==> config.mk <==
export PLATFORM = sky130hd
export DESIGN_NAME = fir_event_detector_flat
export DESIGN_NICKNAME = d
export VERILOG_FILES = /design/src/rtl/fir_event_detector_if.sv /design/src/rtl/fir_event_detector.sv /design/src/flat_wrapper.sv
export SDC_FILE = /design/constraint.sdc
export NUM_CORES = 1
export LEC_CHECK = 0
export BUFFER_PORTS_ARGS = -buffer_cell sky130_fd_sc_hd__buf_4
export CORE_AREA = 2 2 138 140
export CTS_CLUSTER_DIAMETER = 40
export DETAILED_ROUTE_END_ITERATION = 8
export DIE_AREA = 0 0 140 142
export GPL_ROUTABILITY_DRIVEN = 0
export HOLD_SLACK_MARGIN = 0.05
export MAX_ROUTING_LAYER = met4
export PLACE_DENSITY_LB_ADDON = 0.05
export REMOVE_ABC_BUFFERS = 1
export SYNTH_ARGS = -nofsm -noshare
export SYNTH_HDL_FRONTEND = slang
export SYNTH_SLANG_ARGS = --single-unit
==> constraint.sdc <==
create_clock -name clk -period 3.3 [get_ports clk]
set_input_delay 0.33 -clock clk [delete_from_list [all_inputs] [get_ports clk]]
set_output_delay 0.33 -clock clk [all_outputs]
set_load 0.05 [all_outputs]
==> src/rtl/fir_event_detector_if.sv <==
// Custom-instruction bus between the Nios II CPU and fir_event_detector.
// The CPU side is the master; the event detector is the slave.
interface fir_event_detector_if;
  logic        clk_en;
  logic        start;
  logic [1:0]  n;
  logic [31:0] dataa;
  logic [31:0] datab;
  logic [31:0] result;
  logic        done;

  modport master (
    output clk_en, start, n, dataa, datab,
    input  result, done
  );

  modport slave (
    input  clk_en, start, n, dataa, datab,
    output result, done
  );
endinterface

==> src/rtl/fir_event_detector.sv <==
// Gesture event detector custom instruction: signed hysteresis threshold with
// debounce and hold-off, advanced once per PUSH command, with a saturating event counter.
module fir_event_detector #(
  parameter int unsigned DEBOUNCE = 4,
  parameter int unsigned HOLDOFF  = 16
) (
  input  logic clk,
  input  logic reset,
  fir_event_detector_if.slave bus
);

  typedef enum logic [1:0] {
    ST_DISARMED = 2'd0,
    ST_ARMED    = 2'd1,
    ST_ACTIVE   = 2'd2,
    ST_HOLDOFF  = 2'd3
  } state_t;

  localparam logic [1:0] OP_PUSH   = 2'd0;
  localparam logic [1:0] OP_CONFIG = 2'd1;
  localparam logic [1:0] OP_STATUS = 2'd2;
  localparam logic [1:0] OP_CLEAR  = 2'd3;

  localparam logic [3:0] DEB_LIM  = 4'(DEBOUNCE);
  localparam logic [7:0] HOLD_LIM = 8'(HOLDOFF);

  state_t      state_r, state_s;
  logic [31:0] thr_hi_r, thr_hi_s;
  logic [31:0] thr_lo_r, thr_lo_s;
  logic        configured_r, configured_s;
  logic [3:0]  deb_cnt_r, deb_cnt_s;
  logic [7:0]  hold_cnt_r, hold_cnt_s;
  logic [7:0]  event_cnt_r, event_cnt_s;
  logic        fired_r, fired_s;
  logic [31:0] result_r, result_s;
  logic        done_r, done_s;

  logic        accept_s;
  logic        above_s;
  logic        below_s;
  logic        cfg_bad_s;
  logic [3:0]  deb_inc_s;
  logic [7:0]  hold_inc_s;
  logic [7:0]  event_sat_s;

  function automatic logic [31:0] status_word(input logic [1:0] st, input logic fired,
                                              input logic [7:0] cnt);
    status_word = {21'd0, fired, st, cnt};
  endfunction

  assign accept_s    = bus.start & bus.clk_en;
  assign above_s     = $signed(bus.dataa) > $signed(thr_hi_r);
  assign below_s     = $signed(bus.dataa) < $signed(thr_lo_r);
  assign cfg_bad_s   = $signed(bus.datab) > $signed(bus.dataa);
  assign deb_inc_s   = deb_cnt_r + 4'd1;
  assign hold_inc_s  = hold_cnt_r + 8'd1;
  assign event_sat_s = (event_cnt_r == 8'hFF) ? 8'hFF : (event_cnt_r + 8'd1);

  // Command decode and once-per-push detector FSM next-state logic.
  always_comb begin
    state_s      = state_r;
    thr_hi_s     = thr_hi_r;
    thr_lo_s     = thr_lo_r;
    configured_s = configured_r;
    deb_cnt_s    = deb_cnt_r;
    hold_cnt_s   = hold_cnt_r;
    event_cnt_s  = event_cnt_r;
    fired_s      = fired_r;
    result_s     = result_r;
    done_s       = accept_s;

    if (accept_s) begin
      case (bus.n)
        OP_PUSH: begin
          fired_s = 1'b0;
          case (state_r)
            ST_ARMED: begin
              if (above_s) begin
                if (deb_inc_s == DEB_LIM) begin
                  state_s     = ST_ACTIVE;
                  deb_cnt_s   = 4'd0;
                  fired_s     = 1'b1;
                  event_cnt_s = event_sat_s;
                end else begin
                  deb_cnt_s = deb_inc_s;
                end
              end else begin
                deb_cnt_s = 4'd0;
              end
            end
            ST_ACTIVE: begin
              if (below_s) begin
                state_s    = ST_HOLDOFF;
                hold_cnt_s = 8'd0;
              end else begin
                state_s = ST_ACTIVE;
              end
            end
            ST_HOLDOFF: begin
              if (hold_inc_s == HOLD_LIM) begin
                state_s    = ST_ARMED;
                deb_cnt_s  = 4'd0;
                hold_cnt_s = hold_inc_s;
              end else begin
                hold_cnt_s = hold_inc_s;
              end
            end
            default: begin
              state_s = state_r;
            end
          endcase
          result_s = status_word(state_s, fired_s, event_cnt_s);
        end
        OP_CONFIG: begin
          if (cfg_bad_s) begin
            result_s = 32'hFFFF_FFFF;
          end else begin
            thr_hi_s     = bus.dataa;
            thr_lo_s     = bus.datab;
            configured_s = 1'b1;
            state_s      = ST_ARMED;
            deb_cnt_s    = 4'd0;
            hold_cnt_s   = 8'd0;
            fired_s      = 1'b0;
            result_s     = 32'd0;
          end
        end
        OP_STATUS: begin
          fired_s  = 1'b0;
          result_s = status_word(state_r, 1'b0, event_cnt_r);
        end
        OP_CLEAR: begin
          result_s    = {24'd0, event_cnt_r};
          event_cnt_s = 8'd0;
          deb_cnt_s   = 4'd0;
          hold_cnt_s  = 8'd0;
          fired_s     = 1'b0;
          state_s     = configured_r ? ST_ARMED : ST_DISARMED;
        end
        default: begin
          result_s = result_r;
        end
      endcase
    end else begin
      result_s = result_r;
    end
  end

  // State, threshold and counter registers; done is a one-cycle pulse per accepted command.
  always_ff @(posedge clk or posedge reset) begin
    if (reset) begin
      state_r      <= ST_DISARMED;
      thr_hi_r     <= 32'd0;
      thr_lo_r     <= 32'd0;
      configured_r <= 1'b0;
      deb_cnt_r    <= 4'd0;
      hold_cnt_r   <= 8'd0;
      event_cnt_r  <= 8'd0;
      fired_r      <= 1'b0;
      result_r     <= 32'd0;
      done_r       <= 1'b0;
    end else begin
      state_r      <= state_s;
      thr_hi_r     <= thr_hi_s;
      thr_lo_r     <= thr_lo_s;
      configured_r <= configured_s;
      deb_cnt_r    <= deb_cnt_s;
      hold_cnt_r   <= hold_cnt_s;
      event_cnt_r  <= event_cnt_s;
      fired_r      <= fired_s;
      result_r     <= result_s;
      done_r       <= done_s;
    end
  end

  assign bus.result = result_r;
  assign bus.done   = done_r;

endmodule

==> src/flat_wrapper.sv <==
// flat-port wrapper written by rule: the top's interface ports become plain ports
module fir_event_detector_flat 
#(
  parameter int unsigned DEBOUNCE = 4,
  parameter int unsigned HOLDOFF  = 16
)
  (clk, reset, bus_clk_en, bus_start, bus_n, bus_dataa, bus_datab, bus_result, bus_done);
  fir_event_detector_if bus_i ();
  input  logic clk;
  input  logic reset;
  input wire logic [$bits(bus_i.clk_en)-1:0] bus_clk_en;
  input wire logic [$bits(bus_i.start)-1:0] bus_start;
  input wire logic [$bits(bus_i.n)-1:0] bus_n;
  input wire logic [$bits(bus_i.dataa)-1:0] bus_dataa;
  input wire logic [$bits(bus_i.datab)-1:0] bus_datab;
  output wire logic [$bits(bus_i.result)-1:0] bus_result;
  output wire logic [$bits(bus_i.done)-1:0] bus_done;
  assign bus_i.clk_en = bus_clk_en;
  assign bus_i.start = bus_start;
  assign bus_i.n = bus_n;
  assign bus_i.dataa = bus_dataa;
  assign bus_i.datab = bus_datab;
  assign bus_result = bus_i.result;
  assign bus_done = bus_i.done;
  fir_event_detector #(.DEBOUNCE(DEBOUNCE), .HOLDOFF(HOLDOFF)) u_core (.clk(clk), .reset(reset), .bus(bus_i));
endmodule
## Yosys cells after proc, flatten, opt, wreduce, memory -nomap -nowiden

Cells that the tools add are included.

| word-level totals | value |
|---|---|
| register bits after elaboration | 120 |
| bits of input ports | 70 |
| output and inout bits | 33 |
| logic and storage cells | 67 |

| operators by class | value |
|---|---|
| $add $sub $neg | 3 |
| magnitude comparators | 3 |
| eq/ne operators | 14 |
| multiplexer cells | 28 |
| bitwise operators | 2 |
| reduce and logical (&&, ||, !) cells | 8 |

Operators with widths:

| kind | number |
|---|---|
| one-hot mux 32 bit (4 select lines) | 1 |
| greater-than comparator 32 bit | 2 |
| two-way mux 8 bit | 6 |
| less-than comparator 32 bit | 1 |
| two-way mux 32 bit | 1 |
| one-hot mux 8 bit (2 select lines) | 2 |
| one-hot mux 8 bit (3 select lines) | 1 |
| adder 8 x 1 -> 8 bit, second input constant | 2 |
| two-way mux 4 bit | 4 |
| one-hot mux 2 bit (3 select lines) | 2 |
| one-hot mux 4 bit (3 select lines) | 1 |
| AND reduction 5 bit | 2 |
| equality test 2 bit, second input constant | 4 |
| equality test 8 x 5 -> 1 bit, second input constant | 1 |
| equality test 8 bit, second input constant | 1 |
| two-way mux 2 bit | 4 |
| one-hot mux 4 bit (2 select lines) | 1 |
| != test 3 x 2 -> 1 bit, second input constant | 2 |
| != test 3 bit, second input constant | 2 |
| AND reduction 3 bit | 2 |
| two-way mux 1 bit | 5 |
| adder 4 x 1 -> 4 bit, second input constant | 1 |
| equality test 2 x 1 -> 1 bit, second input constant | 2 |
| equality test 4 x 3 -> 1 bit, second input constant | 1 |
| other kinds (7) | 7 |

## Depth between registers and ports, before layout

| depth | value |
|---|---|
| word-level depth | 6 |
| gate-level depth with buffers | 13 |
| depth with buffers taken out | 10 |

## Worst setup path after synthesis

Ideal clock, no wire load.

| timing | value |
|---|---|
| path kind | in2reg |
| start | input port bus_dataa[27] |
| end | register u_core.deb_cnt_r[0] |
| library setup time | 92 ps |
| arrival | 2,559 ps |
| data required time | 3,208 ps |
| path slack | 649 ps |
| stages on the path | 10 |
| cell sequence | inv_1 ha_1 a21o_1 a21oi_2 a21oi_1 or4_4 o211a_4 a211o_1 or2_4 o31ai_2 |

| on the way | value |
|---|---|
| longest elaborated chain between the ends | 4 |

Ends and longest elaborated chain:

| element | RTL line | RTL |
|---|---|---|
| from (decl) | flat_wrapper.sv:14 | `input wire logic [$bits(bus_i.dataa)-1:0] bus_dataa;` |
| greater-than comparator 32 bit | fir_event_detector.sv:52 | `assign above_s = $signed(bus.dataa) > $signed(thr_hi_r);` |
| two-way mux 4 bit | fir_event_detector.sv:78 | `if (above_s) begin` |
| one-hot mux 4 bit (2 select lines) | fir_event_detector.sv:76 | `case (state_r)` |
| one-hot mux 4 bit (3 select lines) | fir_event_detector.sv:73 | `case (bus.n)` |
| to (signal assigned) | fir_event_detector.sv:167 | `deb_cnt_r <= deb_cnt_s;` |
| to (decl) | fir_event_detector.sv:31 | `logic [3:0] deb_cnt_r, deb_cnt_s;` |

Several ways; a longest one is shown, not always the timed one.
A chain may end at the register's enable or synchronous reset.

## Worst setup path in the final report

| timing | value |
|---|---|
| start | register u_core.thr_lo_r[6] |
| end | register u_core.hold_cnt_r[1] |

| on the way | value |
|---|---|
| longest elaborated chain between the ends | 3 |

Ends and longest elaborated chain:

| element | RTL line | RTL |
|---|---|---|
| from (decl) | fir_event_detector.sv:29 | `logic [31:0] thr_lo_r, thr_lo_s;` |
| from (signal assigned) | fir_event_detector.sv:165 | `thr_lo_r <= thr_lo_s;` |
| less-than comparator 32 bit | fir_event_detector.sv:53 | `assign below_s = $signed(bus.dataa) < $signed(thr_lo_r);` |
| != test 3 x 2 -> 1 bit (no line) | n/a |  |
| AND reduction 5 bit (no line) | n/a |  |
| to (signal assigned) | fir_event_detector.sv:168 | `hold_cnt_r <= hold_cnt_s;` |
| to (decl) | fir_event_detector.sv:32 | `logic [7:0] hold_cnt_r, hold_cnt_s;` |

No other way between the ends.

==> results <==
- The setup path with the least slack is of type register to register.
- The number of cell rows is 50.
- The worst hold path belongs to the class primary input to asynchronous set/reset pin.
- The portion of synthesized area spent on multiplexers is 0.0171.
- The fill cell instance count of the final layout is 1798.
- The number of global-route vias before repair is 6119.
- After floorplanning, the core was sized to cover 0.0185 mm^2.
- Summed over all nets, the half-perimeter wirelength after detailed placement is 14400 um.
- Before antenna repair, the detailed router went through 9 iterations.
- Once layout is complete, the utilization of the core stands at 0.459.
- The net count of the finished layout is 1096.
- The H-tree was split into 3 levels.
- Of the post-synthesis cell area, the dominant cell type holds 0.346.
- At the pin with the least slew margin, the transition time is 883 ps.
- The instance count after placement with tap cells included is 1146.
- The worst slew margin relative to its limit is 0.407.
- The number of antenna-violating nets in the routed design is 0.
- Setup violations remaining at the end of the flow were counted as 0.
- The vias after detailed routing is 6123.
- The final reports fail on design-rule violations.
- From synthesis to final layout, the design area changed by 17.2%.
- After synthesis the cells add up to 0.00722 mm^2.
- The clock reaches the later pin of the worst-skew pair after 350 ps.
- The tool flagged a number of max-cap violations equal to 0.
- For this run, the register share of the synthesized area comes to 0.346.
- For this run, the total global-route usage over all layers was measured as 0.197.
- In the final layout, the share of cells above drive strength 1 is 0.178.
- Data on the critical path is required at its endpoint by 3580 ps.
- Summed over all layers, the global routing overflow is 0.
- The endpoint kind of the worst setup timing path is a register.
- The first-pass GRT wire length is 30700 um.
- The total wirelength of the detailed-routed design is 18300 um.
- Gates resized during post-CTS repair numbered 0.
- The number of setup buffers added after CTS is 0.
- In the synthesized netlist the dominant register cell turns out to be dfrtp_1.
- The horizontal die dimension is 140 um.
- The area share of and/or/nand/nor cells after synthesis is 0.158.
- The total buffers and inverters traversed by the critical path is 1.
- The clock transition at the register clock pins on the worst setup and hold paths after CTS is 70 ps.
- Dividing the detail-routed via count by the number of cells gives 5.28.
- The mean routed wirelength per cell is 15.8 um.
- Synthesis produced 839 cells.
- The die is 142 um tall.
- The static leakage power is 4.17 nW.
- The number of synthesis warnings is 0.
- The die covers 0.0199 mm^2.
- Hold repair after CTS inserted 0 buffers.
- TritonCTS built the clock tree.
- The number of slew-limit violations in the final report was 0.
- The final standard cell count with taps included and fillers excluded is 1160.
- The fraction of the mapped netlist area in adder cells is 0.178.
- The type of element launching the critical path is a register.
- The worst path needs 2940 ps of the cycle, external delays included.
- The average footprint of a synthesized cell is 8.61 um^2.
- The library cell contributing the largest single delay on the critical path is o32ai_1.
- The number of antenna violations at the first check in global routing is 0.
- The first routing iteration left 355 violations.
- The number of clock sinks is 100.
- The run finished, with violations left.
- The maximum clock path buffer count is 2.
- Setup repair after global routing left no endpoint under its margin.
- 0 antenna diodes ended up in the layout.
- In this run, synthesis produced a sequential element count of 100.
- The largest single stage delay on the critical path is 570 ps.
- For this run, design rule violations remaining after detail routing come to 5.
- Entering global routing, the biggest net connects 54 pins.
- The multi-input logic area is 0.00403 mm^2.
- The total clock buffers created by CTS is 9.
- The compound-cell area share of the yosys netlist is 0.202.
- After synthesis, the largest family of logic cells by area is compound AO/OA/AOI/OAI gates.
- Walking the worst path, the cells encountered are inv_1, ha_1, nand4_1, o31a_1, o32ai_1, a21oi_1, o311ai_1, a21o_1, mux2i_1.
- In this run the tool buffered the top-level ports with 102 buffer cells.
- In this run the worst path has a maximum fanout of 8.
- The number of synthesized flops with an enable pin is 0.
- The number of library cell types mapped by synthesis is 72.
- The tree is rooted in a clkbuf_16.
- Counting flops with an async set or reset pin after synthesis yields a share of 1.00.
- The cell type contributing the most total cell area after synthesis is dfrtp_1.
- The highest achievable clock rate is 341 MHz.
- Summing all flip-flop and latch instances after layout gives 0.00250 mm^2.
- Among cell families on the critical path, the largest total delay comes from compound AO/OA/AOI/OAI gates.
- The share of the clock period used by the worst path after layout is 0.890.
- The initial utilization of the core area, before any placement, comes to 0.391.
- The worst-case IR drop observed on VDD is 0.292 mV.
- The worst endpoint data arrival time is 3210 ps.
- The XOR/XNOR share of the synthesized area is 0.00243.
- By area the synthesized netlist is led by dfrtp_1 (35%), ha_1 (18%), nand2_1 (6.1%).
- The summed negative setup slack over all endpoints is 0 ps.
- The clock arrives with 6.84 ps of skew.
- The tightest hold path in the finished design has a slack of 68.0 ps.
- For this design the top-level I/O count stands at 103.
- The hold violation count in the final report came to 0.
- For this design the ratio of total power to cell area is 522 mW/mm^2.
[worst paths after layout]
path / cells past startpoint / startpoint / slack, ps / endpoint
max: 9 / u_core.thr_lo_r[6] / 360 / u_core.hold_cnt_r[1]
min: 2 / reset / 70 / u_core.bus.result[10]
max reg2reg: 9 / u_core.thr_lo_r[6] / 360 / u_core.hold_cnt_r[1]
min reg2reg: 1 / u_core.configured_r / 480 / u_core.configured_r
max in group asynchronous: 3 / reset / 2500 / u_core.thr_lo_r[10]
min in group clk: 3 / bus_datab[23] / 190 / u_core.thr_lo_r[23]
[stage by stage]
step / total power [mW] / cell area (um^2) / setup WS [ps]
global route: 4.77 / 8460 / 46.8
floorplan: 2.82 / 6950 / -4100
detailed placement: 3.37 / 8170 / 146
finish: 4.42 / 8460 / 363
CTS: 4.48 / 8460 / 283
global placement: 3.33 / 8170 / 155
[layer usage]
| layer | track usage | up-vias | wire length [um] |
|---|---|---|---|
| li1 | - | 3088 | - |
| met1 | 0.263 | 2880 | 8920 |
| met2 | 0.316 | 133 | 8490 |
| met3 | 0.0222 | 22 | 644 |
| met4 | 0.0611 | 0 | 276 |
| met5 | - | - | 0 |
[registers in the layout (all words and copies together), names as in the netlist, 2 cells and up]
name,flops
u_core.state_r,2
u_core.deb_cnt_r,4
u_core.event_cnt_r,8
u_core.thr_hi_r,32
u_core.hold_cnt_r,8
u_core.bus.result,12
u_core.thr_lo_r,32
[worst reg2reg max path: cells and delay by family (launching register included)]
kind                     cells  cell delay [ps]
AO/OA/AOI/OAI                5             1870
flip-flops                   1              320
adder cells (fa/ha/maj)      1              290
multiplexers                 1              210
AND/OR/NAND/NOR              1              110
buffers and inverters        1               50
[cell type report]
class | instances | share of cell area
Multi-Input combinational cell | 579 | 0.476
Inverter | 111 | 0.0495
Timing Repair Buffer | 122 | 0.110
Clock buffer | 10 | 0.0282
Clock inverter | 4 | 0.00606
Tap cell | 234 | 0.0346
Sequential cell | 100 | 0.296
[cells in the final DEF (no fill, tap or decap), types with 3 or more instances in the layout]
| cell type | n |
|---|---|
| a31oi_1 | 5 |
| o21ai_1 | 3 |
| nand4_1 | 18 |
| nand2b_1 | 12 |
| a221oi_2 | 3 |
| dfrtp_1 | 100 |
| clkbuf_16 | 9 |
| or2_2 | 4 |
| mux2i_1 | 9 |
| o211ai_1 | 3 |
| a21oi_2 | 5 |
| nor2_1 | 28 |
| and3_1 | 6 |
| a211o_1 | 3 |
| nor4_1 | 5 |
| a2bb2oi_1 | 3 |
| a221o_1 | 3 |
| a21oi_1 | 43 |
| a21o_1 | 8 |
| a211oi_1 | 9 |
| mux2_2 | 3 |
| and2_1 | 3 |
| ha_1 | 103 |
| a22o_1 | 6 |
| nand2_1 | 118 |
| nor3_1 | 9 |
| nand3_1 | 19 |
| a2111oi_0 | 3 |
| inv_1 | 110 |
| o21ai_0 | 85 |
| or3_1 | 4 |
| a41o_1 | 5 |
| o21a_1 | 4 |
| buf_4 | 121 |
[synthesized netlist by cell type, drive strengths merged, types with 4 or more instances]
master,instances
nand4,18
nand3,19
a21o,8
or3,4
ha,103
a21oi,48
a22o,6
nor4,5
nand2,119
mux2i,9
and3,8
o21ai,88
dfrtp,100
a221oi,5
a211oi,10
nand2b,12
inv,111
o21a,4
a31oi,5
buf,31
o211ai,4
nor2,28
clkbuf,18
nor3,9
a41o,5
or2,5
[cells by family (layout without fill, tap and decap cells)]
logic type	after synthesis	count (layout)
XOR/XNOR	2	2
multiplexers	12	12
flip-flops	100	100
adder cells (fa/ha/maj)	103	103
AO/OA/AOI/OAI	222	222
AND/OR/NAND/NOR	240	240
buffers and inverters	160	247
[power by group]
part | switching (mW) | leakage, nW | internal [mW]
Clock | 0.484 | 0.140 | 0.601
Combinational | 0.999 | 2.80 | 0.660
Sequential | 0.135 | 1.22 | 1.54
Note: power is estimated with default switching activity, not from simulation.
